$ cat src/rtl/dbus_bridge_pkg.sv
// Shared types for the data-side bus bridge: memory-stage request records,
// access-size encoding and FSM state constants.
package dbus_bridge_pkg;

    typedef enum logic [1:0] {
        MSIZE_B = 2'b00,
        MSIZE_H = 2'b01,
        MSIZE_W = 2'b10
    } msize_t;

    typedef struct packed {
        logic        ren;
        logic [31:0] addr;
        msize_t      size;
    } m_r_t;

    typedef struct packed {
        logic        wen;
        logic [31:0] addr;
        logic [31:0] wd;
        msize_t      size;
    } m_w_t;

    // FSM states kept as plain constants so older tools and netlists
    // see a fixed two-bit encoding.
    typedef logic [1:0] dbus_state_t;
    localparam dbus_state_t ST_IDLE = 2'd0;
    localparam dbus_state_t ST_ADDR = 2'd1;
    localparam dbus_state_t ST_DATA = 2'd2;
    localparam dbus_state_t ST_DONE = 2'd3;

endpackage

$ cat src/rtl/dbus_bridge_if.sv
// SRAM-like data port toward the AXI crossbar (req/addr_ok/data_ok).
interface dbus_bridge_if;

    logic        data_req;
    logic        data_wr;
    logic [1:0]  data_size;
    logic [31:0] data_addr;
    logic [31:0] data_wdata;
    logic        data_addr_ok;
    logic        data_data_ok;
    logic [31:0] data_rdata;

    modport master (
        output data_req, data_wr, data_size, data_addr, data_wdata,
        input  data_addr_ok, data_data_ok, data_rdata
    );

    modport slave (
        input  data_req, data_wr, data_size, data_addr, data_wdata,
        output data_addr_ok, data_data_ok, data_rdata
    );

endinterface

$ cat src/rtl/dbus_bridge_vaddr_map.sv
// Fixed-mapping virtual-to-physical translation for kseg0/kseg1.
// Purely combinational so it can be shared with an instruction-side bridge.
module vaddr_map #(
    parameter bit MAP_KSEG = 1'b1
) (
    input  logic [31:0] i_vaddr,
    output logic [31:0] o_paddr
);

    logic w_kseg01;

    // kseg0 (100) and kseg1 (101) both alias the low 512 MB of physical space.
    assign w_kseg01 = (i_vaddr[31:29] == 3'b100) || (i_vaddr[31:29] == 3'b101);
    assign o_paddr  = (MAP_KSEG && w_kseg01) ? {3'b000, i_vaddr[28:0]} : i_vaddr;

endmodule

$ cat src/rtl/dbus_bridge.sv
// Data-side bridge: turns a memory-stage read/write request into one
// SRAM-like transaction, stalls the pipeline while it is in flight and
// holds the raw read word for writeback.
module dbus_bridge
    import dbus_bridge_pkg::*;
#(
    parameter bit          MAP_KSEG = 1'b1,
    parameter logic [31:0] RESET_RD = 32'h0
) (
    input  logic                 clk,
    input  logic                 resetn,
    input  m_r_t                 mread,
    input  m_w_t                 mwrite,
    input  logic                 cancel,
    input  logic                 advance,
    output logic [31:0]          rd,
    output logic                 d_stall,
    dbus_bridge_if.master        dbus
);

    dbus_state_t r_state;
    logic        r_discard;
    logic        r_req;
    logic        r_wr;
    logic [1:0]  r_size;
    logic [31:0] r_addr;
    logic [31:0] r_wdata;
    logic [31:0] r_rd;

    logic        w_hit;
    logic        w_is_wr;
    logic [31:0] w_vaddr;
    logic [31:0] w_paddr;
    logic [1:0]  w_size;
    logic        w_drop;
    logic        w_resp_done;

    // A write wins if both enables are (illegally) set together.
    assign w_hit   = (mread.ren | mwrite.wen) & ~cancel;
    assign w_is_wr = mwrite.wen;
    assign w_vaddr = w_is_wr ? mwrite.addr : mread.addr;
    assign w_size  = w_is_wr ? mwrite.size : mread.size;

    // A flush seen at any point of the transaction, including its last cycle,
    // means the result belongs to an instruction that no longer exists.
    assign w_drop = r_discard | cancel;

    assign w_resp_done = ((r_state == ST_ADDR) && dbus.data_addr_ok && dbus.data_data_ok) ||
                         ((r_state == ST_DATA) && dbus.data_data_ok);

    vaddr_map #(
        .MAP_KSEG (MAP_KSEG)
    ) u_vaddr_map (
        .i_vaddr (w_vaddr),
        .o_paddr (w_paddr)
    );

    // Stall request: raised in the very cycle a request appears, dropped once done.
    always_comb begin
        // NOTE: default assignment first so no path leaves d_stall unassigned (no latch).
        d_stall = 1'b0;
        case (r_state)
            ST_IDLE:          d_stall = w_hit;
            ST_ADDR, ST_DATA: d_stall = 1'b1;
            default:          d_stall = 1'b0;
        endcase
    end

    // Transaction sequencing; DONE waits for the M stage to move on so the
    // same held request is never reissued.
    always_ff @(posedge clk or negedge resetn) begin
        if (!resetn) begin
            // NOTE: sequential state uses non-blocking assignments so every
            // register samples pre-edge values regardless of statement order.
            r_state <= ST_IDLE;
        end else begin
            case (r_state)
                ST_IDLE: if (w_hit) r_state <= ST_ADDR;
                ST_ADDR: begin
                    if (dbus.data_addr_ok) begin
                        if (dbus.data_data_ok) r_state <= w_drop ? ST_IDLE : ST_DONE;
                        else                   r_state <= ST_DATA;
                    end
                end
                ST_DATA: if (dbus.data_data_ok) r_state <= w_drop ? ST_IDLE : ST_DONE;
                default: if (advance) r_state <= ST_IDLE;
            endcase
        end
    end

    // Request registers: loaded on issue, held stable until the slave accepts.
    always_ff @(posedge clk or negedge resetn) begin
        if (!resetn) begin
            r_req   <= 1'b0;
            r_wr    <= 1'b0;
            r_size  <= 2'b00;
            r_addr  <= 32'h0;
            r_wdata <= 32'h0;
        end else if (r_state == ST_IDLE && w_hit) begin
            r_req   <= 1'b1;
            r_wr    <= w_is_wr;
            r_size  <= w_size;
            r_addr  <= w_paddr;
            r_wdata <= mwrite.wd;
        end else if (r_state == ST_ADDR && dbus.data_addr_ok) begin
            r_req   <= 1'b0;
        end
    end

    // Flush tracking: a cancel during an in-flight transaction marks its result void.
    always_ff @(posedge clk or negedge resetn) begin
        if (!resetn) begin
            r_discard <= 1'b0;
        end else if (r_state == ST_IDLE) begin
            r_discard <= 1'b0;
        end else if ((r_state == ST_ADDR || r_state == ST_DATA) && cancel) begin
            r_discard <= 1'b1;
        end
    end

    // Read data capture: raw word, only for reads that were not flushed.
    always_ff @(posedge clk or negedge resetn) begin
        if (!resetn) begin
            r_rd <= RESET_RD;
        end else if (w_resp_done && !r_wr && !w_drop) begin
            r_rd <= dbus.data_rdata;
        end
    end

    assign rd              = r_rd;
    assign dbus.data_req   = r_req;
    assign dbus.data_wr    = r_wr;
    assign dbus.data_size  = r_size;
    assign dbus.data_addr  = r_addr;
    assign dbus.data_wdata = r_wdata;

endmodule
$ cat src/flat_wrapper.sv
// flat-port wrapper written by rule: the top's interface ports become plain ports
module dbus_bridge_flat import dbus_bridge_pkg::*;
#(
    parameter bit          MAP_KSEG = 1'b1,
    parameter logic [31:0] RESET_RD = 32'h0
)
  (clk, resetn, mread, mwrite, cancel, advance, rd, d_stall, dbus_data_req, dbus_data_wr, dbus_data_size, dbus_data_addr, dbus_data_wdata, dbus_data_addr_ok, dbus_data_data_ok, dbus_data_rdata);
  dbus_bridge_if dbus_i ();
  input  logic clk;
  input  logic resetn;
  input  m_r_t mread;
  input  m_w_t mwrite;
  input  logic cancel;
  input  logic advance;
  output logic [31:0] rd;
  output logic d_stall;
  output wire logic [$bits(dbus_i.data_req)-1:0] dbus_data_req;
  output wire logic [$bits(dbus_i.data_wr)-1:0] dbus_data_wr;
  output wire logic [$bits(dbus_i.data_size)-1:0] dbus_data_size;
  output wire logic [$bits(dbus_i.data_addr)-1:0] dbus_data_addr;
  output wire logic [$bits(dbus_i.data_wdata)-1:0] dbus_data_wdata;
  input wire logic [$bits(dbus_i.data_addr_ok)-1:0] dbus_data_addr_ok;
  input wire logic [$bits(dbus_i.data_data_ok)-1:0] dbus_data_data_ok;
  input wire logic [$bits(dbus_i.data_rdata)-1:0] dbus_data_rdata;
  assign dbus_data_req = dbus_i.data_req;
  assign dbus_data_wr = dbus_i.data_wr;
  assign dbus_data_size = dbus_i.data_size;
  assign dbus_data_addr = dbus_i.data_addr;
  assign dbus_data_wdata = dbus_i.data_wdata;
  assign dbus_i.data_addr_ok = dbus_data_addr_ok;
  assign dbus_i.data_data_ok = dbus_data_data_ok;
  assign dbus_i.data_rdata = dbus_data_rdata;
  dbus_bridge #(.MAP_KSEG(MAP_KSEG), .RESET_RD(RESET_RD)) u_core (.clk(clk), .resetn(resetn), .mread(mread), .mwrite(mwrite), .cancel(cancel), .advance(advance), .rd(rd), .d_stall(d_stall), .dbus(dbus_i));
endmodule
$ cat config.mk
export PLATFORM = sky130hd
export DESIGN_NAME = dbus_bridge_flat
export DESIGN_NICKNAME = d
export VERILOG_FILES = /design/src/rtl/dbus_bridge_pkg.sv /design/src/rtl/dbus_bridge_if.sv /design/src/rtl/dbus_bridge_vaddr_map.sv /design/src/rtl/dbus_bridge.sv /design/src/flat_wrapper.sv
export SDC_FILE = /design/constraint.sdc
export NUM_CORES = 1
export LEC_CHECK = 0
export ABC_AREA = 1
export CORE_MARGIN = 2
export CORE_UTILIZATION = 35
export DETAILED_ROUTE_END_ITERATION = 10
export GPL_TIMING_DRIVEN = 0
export PLACE_DENSITY = 0.8
export SYNTH_ARGS = -nofsm -noshare
export SYNTH_HDL_FRONTEND = slang
export SYNTH_SLANG_ARGS = --single-unit
$ cat constraint.sdc
create_clock -name clk -period 2.25 [get_ports clk]
set_clock_uncertainty 0.1 [all_clocks]
set_input_delay 0.225 -clock clk [delete_from_list [all_inputs] [get_ports clk]]
set_output_delay 0.225 -clock clk [all_outputs]
set_load 0.02 [all_outputs]
==> results of run 1 <==
[layout make-up]
type                    instances  area, µm²
fillers                      1141       5196
flip-flops and latches        103       2577
repair buffers                241       2422
multi-input cells             372       1793
clock buffers                   9      225.2
well taps                     172      215.2
plain buffers                  30      187.7
inverters                      14      55.05
clock inverters                 7      50.05
[cells by family (layout without fill, tap and decap cells)]
| family | count (synthesis) | after routing | synth area share, % |
|---|---|---|---|
| and+or+nand+nor | 328 | 328 | 28.15 |
| adders and majority gates | 5 | 5 | 1.356 |
| buffers and inverters | 44 | 301 | 5.262 |
| AOI/OAI and AO/OA | 39 | 39 | 9.357 |
| DFF | 103 | 103 | 55.87 |
[sequential cells by signal, summed over array words and instances, names as in the netlist]
name / count
u_core.dbus.data_size: 2
u_core.dbus.data_wr: 1
u_core.dbus.data_addr: 32
u_core.r_discard: 1
u_core.dbus.data_req: 1
u_core.dbus.data_wdata: 32
u_core.r_state: 2
u_core.rd: 32
[placed cells by master, fill, tap and decap left out, types with 3 or more instances in the layout]
| master | instances |
|---|---|
| clkdlybuf4s50_1 | 237 |
| nand2_1 | 219 |
| dfrtp_1 | 103 |
| nor2_1 | 67 |
| nand3_1 | 37 |
| o31ai_2 | 31 |
| buf_2 | 15 |
| inv_1 | 11 |
| clkbuf_16 | 9 |
| buf_4 | 6 |
| o21ai_0 | 6 |
| buf_6 | 5 |
| clkbuf_1 | 5 |
| ha_1 | 5 |
| clkinvlp_4 | 3 |
[stage by stage]
step	area (µm²)	TNS (ns)	hold slack, ns	setup WS [ns]	util [%]
floorplan	4613	0	-0.1706	0.7091	-
global placement	7221	-325.01	0.3520	-3.163	56.76
detailed placement	7246	0	0.1789	0.08942	56.95
CTS	7530	0	0.1801	0.03180	59.19
global route	7526	0	0.1843	0.09179	59.16
finish	7526	0	0.1914	0.2379	59.16
[final timing paths]
| path | cells past startpoint | startpoint | endpoint |
|---|---|---|---|
| max in group asynchronous | 3 | resetn | u_core.rd[0] |
| worst min register to register | 2 | u_core.rd[27] | u_core.rd[27] |
| min in group asynchronous | 2 | resetn | u_core.dbus.data_wdata[3] |
| worst max register to register | 8 | u_core.r_state[1] | u_core.rd[11] |
| worst min-delay path | 3 | mwrite[66] | u_core.dbus.data_size[1] |
| worst max-delay path | 7 | u_core.r_state[1] | d_stall |
[worst max-delay path, delay by kind of cell (launching register included)]
family	cells	cell delay [ns]
AND/OR/NAND/NOR	3	0.25
buffers and inverters	3	0.45
flip-flops	1	0.42
adder cells (fa/ha/maj)	1	0.21
[timing repair]
action / 4_1_cts / 5_1_grt
endpoints found under the hold margin: 45 / 0
endpoints found under the setup margin: 1 / 1
hold buffers: 1 / 0
gates resized for setup: 1 / 2
[metal layers]
metal / vias up / routed length, µm / GRT usage [%]
met4: 0 / 204 / 6.324
met5: - / 0 / 0
li1: 2145 / - / -
met1: 2028 / 5629 / 23.23
met2: 166 / 6667 / 32.58
met3: 17 / 1186 / 6.612
[power groups by stage]
stage / clock network, mW / registers (mW) / logic [mW]
finish: 1.44 / 3.24 / 5.08
detailed placement: 0 / 3.27 / 5.14
global placement: 0 / 3.24 / 5.07
global route: 1.57 / 3.35 / 5.46
floorplan: 0 / 4.32 / 1.52
CTS: 1.49 / 3.24 / 5.14
==> metrics.md, run 1 <==
| Metric | Value |
|---|---|
| Critical path data required time | 1.92 ns |
| Static leakage | 3.537 nW |
| HP Class | in -> reg |
| Fraction of layout cells with a size suffix above 1 | 10.82% |
| Clk_lat worst skew | 0.34 ns |
| Cells after synthesis | 519 |
| Crit path kind | reg -> out |
| # Post-CTS Setup Buffers | 0 |
| Routed vias | 4356 |
| Post-synthesis async set-or-reset flop share | 100.0% |
| Pin count of the biggest net entering global routing | 59 |
| Post-DP HPWL | 10390 µm |
| Initial core utilization | 36.26% |
| P per Cell Area | 1298 mW/mm² |
| Run status | complete, no violations |
| Post-Place Cells | 931 |
| Max-cap viol count | 0 |
| Area share of the largest cell type after synthesis | 55.87% |
| Die height | 118.8 µm |
| Total Routing Usage GR | 19.37% |
| Final Cycle Share | 89.43% |
| Clk pin slew, worst setup/hold paths | 0.07 ns |
| Commonest cells post-synth | 219 x nand2_1, 103 x dfrtp_1, 67 x nor2_1 |
| Post-route insts no fill | 948 |
| Layout Nets | 916 |
| R2r setup slk | 0.39 ns |
| Flop pwr share | 33.2% |
| Seq cells post-synth | 103 |
| Top cell by count, worst path | nor2_1 |
| # IOs | 241 |
| Gpl congestion | 0.7804 |
| Wire length per cell | 14.44 µm |
| Syn_nets | 664 |
| Horiz. Die Dim | 118.8 µm |
| Drt total wl | 13690 µm |
| RSZ-0062 raised after global routing | no |
| ANT nets after route | 0 |
| Diode count | 0 |
| CTS tree | done |
| Final Power | 9.768 mW |
| Switching share of power | 39.74% |
| FP Rows | 41 |
| Cts bufs inserted | 9 |
| Dominant synthesized flop cell | dfrtp_1 |
| Die Area | 0.01411 mm² |
| Sequential fraction of the synthesis area | 55.87% |
| Clock sinks | 103 |
| Critical-path cell list | inv_1 > ha_1 > nand3_2 > inv_2 > nor2_1 > nor2_1 > clkbuf_2 |
| Peak fanout along the critical path | 8 |
| Comb power frac | 52.0% |
| Drt first pass iters | 5 |
| Critical-path top delay cell | dfrtp_1 |
| Number of global-route vias before repair | 4216 |
| Worst Max-Slew Pin Slew | 0.6153 ns |
| CTS Buffer Depth | 2 |
| Max-slew headroom | 58.98% |
| Area of the mapped netlist | 0.004613 mm² |
| Main area contributors after synthesis | dfrtp_1 56%, nand2_1 18%, o31ai_2 8.4%, nor2_1 5.5%, nand3_1 4.0% |
| Area Growth Syn to Fin | 63.14% |
| EDFF count, synth | 0 |
| Top-count cell post-synth | nand2_1 |
| NetSw | 3.882 mW |
| Yosys Warn Count | 0 |
| Fin crit period | 2.012 ns |
| Maximum VDD drop | 0.0005351 V |
| Antenna violations before repair | 0 |
| # setup viols final | 0 |
| H-tree depth | 3 |
| Core ar. | 0.01272 mm² |
| Final slew viol count | 0 |
| Critical Path Sink Type | output port |
| Vias/cell | 4.595 |
| Largest stage delay on the critical path | 0.42 ns |
| Root buf cell | clkbuf_16 |
| Clock Power Share | 14.8% |
| Final Hold Viols | 0 |
| Largest area contributor in the netlist | dfrtp_1 |
| Port-buffer cells | 239 |
| Global-route wire length before repair | 21560 µm |
| Fmax | 497.0 MHz |
| Starting DRT DRC Count | 224 |
| Unique masters post-synth | 21 |
| GRT overflow | 0 |
| Internal | 5.886 mW |
| Critical Path Start Type | flip-flop |
| WP data arrival | 1.69 ns |
| DRC | 0 |
| Syn_area_per_cell | 8.889 µm² |
Note: power is estimated with default switching activity, not from simulation.
==> run 2: changes to the inputs <==
--- a/config.mk
+++ b/config.mk
@@ -7,10 +7,11 @@
 export LEC_CHECK = 0
 export ABC_AREA = 1
 export CORE_MARGIN = 2
-export CORE_UTILIZATION = 35
+export CORE_UTILIZATION = 30
 export DETAILED_ROUTE_END_ITERATION = 10
 export GPL_TIMING_DRIVEN = 0
-export PLACE_DENSITY = 0.8
+export PLACE_DENSITY = 0.71
 export SYNTH_ARGS = -nofsm -noshare
 export SYNTH_HDL_FRONTEND = slang
+export SYNTH_HIERARCHICAL = 1
 export SYNTH_SLANG_ARGS = --single-unit
==> run 2 against run 1 <==
Flip-flop and latch count did not move. Die area increased by 20%. Count of clock-buffer cells in the layout up 1. Worst hold slack lost 0.14 ns. Register-to-register slack better by 0.09 ns. Final area increased by 4.0%. Critical endpoint unchanged.
==> metrics.md, run 2 <==
| Metric | Value |
|---|---|
| Peak fanout along the critical path | 15 |
| Pre-CTS setup slack | -0.2867 ns |
| Post-synthesis simple-gate area fraction | 33.79% |
| Post-synthesis async set-or-reset flop share | 100.0% |
| Final worst slack | 0.1377 ns |
| Clock sinks | 103 |
| Global-route wire length before repair | 22250 µm |
| RSZ-0062 raised after global routing | no |
| Initial core utilization | 30.38% |
| # setup viols final | 0 |
| R2r endpoint | u_core/rd[1] |
| Static leakage | 3.944 nW |
| Syn_area_per_cell | 7.815 µm² |
| Syn_nets | 759 |
| Filler cells | 1613 |
| DRC | 0 |
| # IOs | 241 |
| CTS Buffer Depth | 2 |
| Sequential fraction of the synthesis area | 53.80% |
| Post-synthesis compound-gate area fraction | 1.254% |
| Final Power | 9.864 mW |
| Post-route insts no fill | 1086 |
| Number of global-route vias before repair | 4464 |
| Worst Max-Slew Pin Slew | 0.6654 ns |
| Run status | complete, no violations |
| Cells after synthesis | 613 |
| EDFF count, synth | 0 |
| Area of the mapped netlist | 0.004791 mm² |
| Clk pin slew, worst setup/hold paths | 0.07 ns |
| Die height | 130.4 µm |
| Total Routing Usage GR | 16.87% |
| Max-slew headroom | 55.64% |
| Crit path kind | reg -> out |
| Yosys Warn Count | 6 |
| Hold Crit Depth | 3 |
| GRT overflow | 0 |
| Cts bufs inserted | 9 |
| Horiz. Die Dim | 130.4 µm |
| Antenna violations before repair | 0 |
| ANT nets after route | 0 |
| Top-count cell post-synth | nand2_1 |
| Area Growth Syn to Fin | 63.33% |
| Drt first pass iters | 5 |
| Post-synthesis xor/xnor area fraction | 0% |
| Routed vias | 4623 |
| P per Cell Area | 1261 mW/mm² |
| H-tree depth | 3 |
| Vias/cell | 4.257 |
| Final Cycle Share | 93.88% |
| Top library cells by usage in the layout, fill and taps aside | 373 x nand2_1, 237 x clkdlybuf4s50_1, 103 x dfrtp_1, 37 x buf_4, 33 x nand3_1 |
| Diode count | 0 |
| Max-cap viol count | 0 |
| Starting DRT DRC Count | 150 |
| Largest area contributor in the netlist | dfrtp_1 |
| Gpl congestion | 0.7896 |
| Seq cells post-synth | 103 |
| Most common cell after layout, fill and taps aside | nand2_1 |
| Critical Path Sink Type | output port |
| Post-DP HPWL | 11000 µm |
| Critical path data required time | 1.92 ns |
| Unique masters post-synth | 18 |
| Final Hold Viols | 0 |
| Commonest cells post-synth | 373 x nand2_1, 103 x dfrtp_1, 33 x buf_4, 33 x nand3_1, 17 x buf_2 |
| Core ar. | 0.01577 mm² |
| Largest family of logic cells by synthesized area | simple AND/OR/NAND/NOR gates |
| Post-synthesis mux area share | 0% |
| Synth Area in Adders | 1.567% |
| Die Area | 0.01700 mm² |
| Dominant synthesized flop cell | dfrtp_1 |
| Pin count of the biggest net entering global routing | 56 |
| Root buf cell | clkbuf_16 |
| Worst Hold Path EP | u_core/dbus.data_size[1] |
| FP Rows | 46 |
| WP data arrival | 1.79 ns |
| Final slew viol count | 0 |
| HP Class | in -> reg |
| CTS tree | done |
| Layout Nets | 1012 |
| Clk_lat worst skew | 0.34 ns |
| Fmax | 473.4 MHz |
| R2r setup slk | 0.48 ns |
| Critical Path Start Type | flip-flop |
| Port-buffer cells | 239 |
| Drt total wl | 14360 µm |
| Reg2reg path depth | 8 |
| Fraction of layout cells with a size suffix above 1 | 9.310% |
| Post-Place Cells | 1069 |
| Fin crit period | 2.112 ns |
| Maximum VDD drop | 0.0004108 V |
| Main area contributors after synthesis | dfrtp_1 54%, nand2_1 29%, buf_4 5.2%, nand3_1 3.4%, buf_2 1.8% |
| Reg-to-Reg Start | u_core/r_state[1] |
| Worst Min Path Start | mwrite[66] |
| Wire length per cell | 13.22 µm |
| Area share of the largest cell type after synthesis | 53.80% |
[run 2: cells by family (layout without fill, tap and decap cells)]
group / Yosys count / in the layout
AND/OR/NAND/NOR: 417 / 417
buffers and inverters: 77 / 334
flip-flops: 103 / 103
AO/OA/AOI/OAI: 10 / 10
adder cells (fa/ha/maj): 6 / 6
[run 2: what timing repair did]
item | in CTS | in global routing
pin swaps | 0 | 0
endpoints found under the setup margin | 1 | 1
setup buffers | 1 | 1
hold buffers | 1 | 0
resized for setup | 8 | 2
endpoints found under the hold margin | 48 | 0
[run 2: how the worst max path moves through the flow]
stage,from,end,slack [ns]
after floorplan,u_core/r_state[0],d_stall,0.47
after global placement,resetn,u_core/dbus.data_addr[20],-3.26
after detailed placement,u_core/r_state[0],d_stall,-0.29
after CTS,u_core/r_state[1],d_stall,0.04
after global routing,u_core/r_state[1],d_stall,0.01
final,u_core/r_state[1],d_stall,0.14
[run 2: where the power goes]
group	switching [mW]	internal (mW)	total [mW]	leakage, nW
registers	0.483	2.73	3.22	1.29
clock network	0.693	1.00	1.69	0.155
logic	2.65	2.30	4.95	2.50
total	3.82	6.04	9.86	3.94
[run 2: final cells by class]
class                           instances  area [µm²]  share of cell area (%)
Inverter                               17       78.83                   1.007
Tap cell                              216       270.3                   3.454
Multi-Input combinational cell        433        1757                   22.45
Clock inverter                          5       81.33                   1.039
Sequential cell                       103        2577                   32.94
Timing Repair Buffer                  243        2440                   31.18
Buffer                                 59       381.6                   4.877
Clock buffer                           10       239.0                   3.054
[run 2: metal layers]
metal	global-route usage (%)	part of all wire (%)	vias up
met4	5.569	1.1	0
met1	20.19	42	2103
met2	28.92	48	168
met5	0	0	-
met3	5.415	9.1	12
li1	-	-	2340
[run 2: through the flow]
step                      hold slack [ns]  instance area, µm²  utilization, %  setup TNS (ns)
after floorplan                   -0.1706                4791               -               0
after global placement             0.3524                7453           47.26         -335.73
after detailed placement           0.2053                7478           47.42         -0.2867
after CTS                         0.03733                7810           49.52               0
after global routing              0.06458                7825           49.62               0
final                             0.05438                7825           49.62               0
[run 2: worst max-delay path, stage by stage, from the launching register on]
cell and delay (ns):
dfrtp_1 0.40, inv_1 0.10, ha_1 0.18, inv_1 0.11
nor2_2 0.06, nand2_4 0.15, clkinv_8 0.12, nor2_1 0.10
nor2_1 0.05, buf_4 0.15
==> run 3: changes to the inputs <==
--- a/config.mk
+++ b/config.mk
@@ -15,3 +15,4 @@
 export SYNTH_HDL_FRONTEND = slang
 export SYNTH_HIERARCHICAL = 1
 export SYNTH_SLANG_ARGS = --single-unit
+export TNS_END_PERCENT = 20
==> results of run 3 <==
Final layout, timing and power as in run 2 (identical DEF).
